===== config.mk =====
export PLATFORM = sky130hd
export DESIGN_NAME = stopwatch_ctrl
export DESIGN_NICKNAME = d
export VERILOG_FILES = /design/src/rtl/stopwatch_ctrl.sv
export SDC_FILE = /design/constraint.sdc
export NUM_CORES = 1
export LEC_CHECK = 0
export BUFFER_PORTS_ARGS = -buffer_cell sky130_fd_sc_hd__buf_2
export CAP_MARGIN = 20
export CORE_AREA = 4 4 41 43
export DETAILED_ROUTE_END_ITERATION = 8
export DIE_AREA = 0 0 45 47
export PLACE_DENSITY = 0.55
export SLEW_MARGIN = 10
export SYNTH_ARGS = -nofsm -noshare
export SYNTH_HDL_FRONTEND = slang
export SYNTH_SLANG_ARGS = --single-unit

===== constraint.sdc =====
create_clock -name clock -period 1.45 [get_ports clock]
set_clock_uncertainty 0.15 [all_clocks]
set_input_delay 0.2175 -clock clock [delete_from_list [all_inputs] [get_ports clock]]
set_output_delay 0.2175 -clock clock [all_outputs]
set_load 0.1 [all_outputs]

===== src/rtl/stopwatch_ctrl.sv =====
// Stopwatch control: button edge detection, run/pause/lap state machine and
// a long-press qualifier that turns a held clear button into one clear pulse.
module stopwatch_ctrl #(
    parameter int unsigned HOLD_CYCLES = 4
) (
    input  logic       clock,
    input  logic       reset,
    input  logic [3:0] btn,
    output logic       cnt_en,
    output logic       cnt_clr,
    output logic       lap_load,
    output logic       disp_sel,
    output logic [1:0] state
);

    localparam int unsigned HW = $clog2(HOLD_CYCLES + 1);

    typedef enum logic [1:0] {
        ST_IDLE  = 2'b00,
        ST_RUN   = 2'b01,
        ST_PAUSE = 2'b10,
        ST_LAP   = 2'b11
    } state_e;

    state_e        state_q, state_d;
    logic [3:0]    btn_q, btn_d;
    logic [HW-1:0] hold_cnt_q, hold_cnt_d;
    logic          cnt_en_q, cnt_en_d;
    logic          cnt_clr_q, cnt_clr_d;
    logic          lap_load_q, lap_load_d;
    logic          disp_sel_q, disp_sel_d;

    logic [3:0]    rise;
    logic          clr_armed;
    logic          clr_fire;

    always_ff @(posedge clock) begin
        if (reset) begin
            state_q    <= ST_IDLE;
            btn_q      <= 4'b1111;
            hold_cnt_q <= '0;
            cnt_en_q   <= 1'b0;
            cnt_clr_q  <= 1'b0;
            lap_load_q <= 1'b0;
            disp_sel_q <= 1'b0;
        end else begin
            state_q    <= state_d;
            btn_q      <= btn_d;
            hold_cnt_q <= hold_cnt_d;
            cnt_en_q   <= cnt_en_d;
            cnt_clr_q  <= cnt_clr_d;
            lap_load_q <= lap_load_d;
            disp_sel_q <= disp_sel_d;
        end
    end

    // Next-state, long-press counter and registered output values.
    always_comb begin
        btn_d      = btn;
        rise       = btn & ~btn_q;
        state_d    = state_q;
        hold_cnt_d = '0;
        lap_load_d = 1'b0;
        clr_armed  = (state_q == ST_IDLE) || (state_q == ST_PAUSE);
        clr_fire   = 1'b0;

        // Counter saturates so a single long press fires only once.
        if (clr_armed && btn[2]) begin
            if (hold_cnt_q < HW'(HOLD_CYCLES)) begin
                hold_cnt_d = hold_cnt_q + HW'(1);
                clr_fire   = (hold_cnt_q == HW'(HOLD_CYCLES - 1));
            end else begin
                hold_cnt_d = hold_cnt_q;
            end
        end

        if (clr_fire) begin
            state_d = ST_IDLE;
        end else begin
            unique case (state_q)
                ST_IDLE: begin
                    if (rise[0]) state_d = ST_RUN;
                end
                ST_RUN: begin
                    if (rise[0]) begin
                        state_d = ST_PAUSE;
                    end else if (rise[1]) begin
                        state_d    = ST_LAP;
                        lap_load_d = 1'b1;
                    end
                end
                ST_LAP: begin
                    if (rise[0]) begin
                        state_d = ST_PAUSE;
                    end else if (rise[1]) begin
                        lap_load_d = 1'b1;
                    end else if (rise[3]) begin
                        state_d = ST_RUN;
                    end
                end
                ST_PAUSE: begin
                    if (rise[0]) state_d = ST_RUN;
                end
                default: state_d = ST_IDLE;
            endcase
        end

        cnt_clr_d  = clr_fire;
        cnt_en_d   = (state_d == ST_RUN) || (state_d == ST_LAP);
        disp_sel_d = (state_d == ST_LAP);
    end

    assign state    = state_q;
    assign cnt_en   = cnt_en_q;
    assign cnt_clr  = cnt_clr_q;
    assign lap_load = lap_load_q;
    assign disp_sel = disp_sel_q;

endmodule


==> impl_metrics.csv <==
group,metric,value,unit
logic_synthesis,synth.area.mux_share,2.332,%
route,vias_per_cell,4.431,
min_path,hp-class,"input pin to flop",
grt,antenna_found_initial,0,
route,postRouteWirelength,715,um
logic_synthesis,post-synth-top-area-cell,"dfxtp_1",
sta,tns,0,ns
route,via_count,319,
place,hpwlAfterDp,544.5,um
worst_setup_path,cp_slowest_stage_delay,0.42,ns
grt,grt_use_total,7.845,%
finish,drive_gt1_share,38.60,%
logic_synthesis,synth_compound_area_share,14.29,%
worst_setup_path,crit_path_max_fanout,4,
logic_synthesis,synth_top_family_by_area,"simple AND/OR/NAND/NOR gates",
worst_setup_path,path_buf_inv,1,
route,wl_met2,270,um
clocking,htree_levels,1,
die,dieArea,2115,um^2
finish,syn_to_final_growth,31.49,%
worst_setup_path,endpoint_kind,"output port",
clocking,postCtsSetupRepairBufs,0,
power,power_density,1059,nW/um^2
power,power_switching_share,24.50,%
logic_synthesis,synth.net_count,50,
place,io_buffer_count,11,
power,p_comb_share,13.5,%
logic_synthesis,synth_top_area_share,51.31,%
power,p_switching,146.4,uW
logic_synthesis,synth-edff-count,0,
die,start_util,32.98,%
finish,fin_util,43.37,%
route,route.top_layer_used,"met4",
logic_synthesis,ys.warnings.count,0,
worst_setup_path,critical-path-top-delay-family,"buffers and inverters",
clocking,clockBufferDepth,2,
sta,fin_crit,1.395,ns
route,drtIter0Drc,2,
run,cap_violations,0,
logic_synthesis,synth_cell_types,20,
clocking,cts_buffers,3,
sta,fmax,716.8,MHz
finish,fillCellCount,133,
logic_synthesis,synth.area.top_cells,"dfxtp_1 (51%), ha_1 (5.8%), or2_2 (4.4%)",
route,wl_per_cell,9.931,um
route,wl_met1,358,um
worst_setup_path,worstPathCellList,"buf_2",
route,drtAntennaViolNets,0,
logic_synthesis,yosysMostFrequentCell,"dfxtp_1",
power,vdd_drop_max,0.6559,mV
logic_synthesis,ys.flop_type,"dfxtp_1",
die,die_x,45,um
sta,hold_viol_final,0,
logic_synthesis,synthCells,42,
route,drc,0,
clocking,clkSinkCount,11,
outcome,status,"complete, no violations",
route,dr_wl_met3,78,um
die,core,1301,um^2
power,seq_power_share,53.5,%
worst_setup_path,critical_path_class,"flop to output port",
clocking,clk_pin_slew_worst_paths,0.06,ns
logic_synthesis,syn-cell-area,429.2,um^2
route,first_pass_iters,2,
logic_synthesis,synth_area_per_cell,10.22,um^2
place,place_congestion,0.6707,
worst_setup_path,start_kind,"flop",
clocking,cts_tree,"built",
die,dieHeight,47,um
logic_synthesis,ys_ff_latch,11,
grt,grt_pass1_wl,1.124,mm
clocking,cts-root-buf,"clkbuf_4",
power,clockPowerShare,33.0,%
power,p_leak,0.0002443,uW
grt,grt_overflow,0,
finish,n_antenna_cell,0,
worst_setup_path,required,1.08,ns
worst_setup_path,cp.arrival,1.03,ns
worst_setup_path,worst_path_max_delay_cell,"buf_2",
sta,drv_slew,0,
die,row_count,13,
logic_synthesis,yosysSeqAreaShare,51.31,%
grt,grt_pass1_vias,276,
logic_synthesis,yosys-top-cells-count,"dfxtp_1 (11), inv_1 (4), nor2_1 (4), a21oi_1 (3), or2_2 (3)",
logic_synthesis,synthAdderAreaFrac,5.831,%
sta,holdWs,0.01202,ns
logic_synthesis,yosys.area_share.simple,18.95,%
sta,worst_slew_margin_rel,67.96,%
sta,rsz0062_at_grt,"no",
die,num_io_pins,12,
logic_synthesis,synth-xor-area-share,2.041,%
finish,fin_nets,66,
sta,setup_violations,0,
clocking,clk_latency,0.26,ns
grt,grt_max_degree,8,
sta,tightest_slew,0.4840,ns
logic_synthesis,async_flop_share,0,%
sta,period_share,96.21,%
power,p_int,451.0,uW
## placed cells by master, fill, tap and decap left out, types with 2 or more instances in the layout
master    count
a21oi_1       3
dfxtp_1       9
buf_12        2
dfxtp_2       2
buf_2         9
clkbuf_4      3
inv_1         4
nor2_1        4
nand3_1       2
or2_2         3
ha_1          2
## state kept, by name, summed over array words and instances (netlist names)
name	flops
btn_q	3
cnt_clr	1
disp_sel	1
hold_cnt_q	3
lap_load	1
state	2
## power groups by stage
stage | clock, uW | sequential, uW | combinational, uW
floorplan | 0 | 340 | 38.3
global placement | 0 | 326 | 78.9
detailed placement | 0 | 326 | 79.0
CTS | 208 | 319 | 79.2
global route | 224 | 320 | 87.1
finish | 197 | 319 | 80.7
## kinds of logic after synthesis
kind of cell | count (synthesis)
AOI/OAI and AO/OA | 8
xor gates and xnor gates | 1
adders and majority gates | 2
buffers and inverters | 5
DFF | 11
muxes | 1
and+or+nand+nor | 14
## final timing paths
kind,start,to,slack (ns),cells after the start
hold reg to reg,btn_q[1],lap_load,0.27,1
hold / removal,btn[1],btn_q[1],0.01,2
setup / recovery,state[1],state[1],0.05,1
setup reg to reg,hold_cnt_q[0],state[0],0.10,4
## what timing repair did
| item | CTS | global route |
|---|---|---|
| endpoints found under the hold margin | 0 | 1 |
| endpoints found under the setup margin | 0 | 0 |
| gates resized for setup | 0 | 0 |
| hold buffers | 0 | 1 |
## through the flow
step | worst slack [ns] | total power (uW) | instance area (um^2) | instances
6_report | 0.05500 | 597.4 | 564.3 | 72
5_1_grt | 0.01217 | 631.2 | 564.3 | 72
4_1_cts | 0.03845 | 606.2 | 554.3 | 71
3_5_place_dp | 0.1088 | 405.3 | 528.0 | 67
3_3_place_gp | 0.1362 | 405.1 | 528.0 | 67
2_1_floorplan | 0.01014 | 378.0 | 431.7 | 42
## routing by layer
layer	global-route usage (%)	vias up
met3	6.897	2
met5	0	-
met1	9.174	138
met4	1.754	0
li1	-	168
met2	10.73	11
## layout make-up
type,count,area [um^2],share of cell area [%]
Sequential cell,11,222.7,39.47
Timing Repair Buffer,12,95.09,16.85
Tap cell,15,18.77,3.326
Multi-Input combinational cell,26,186.4,33.04
Clock buffer,4,26.28,4.656
Inverter,4,15.01,2.661
No activity file was read; power rests on OpenSTA's default activity.
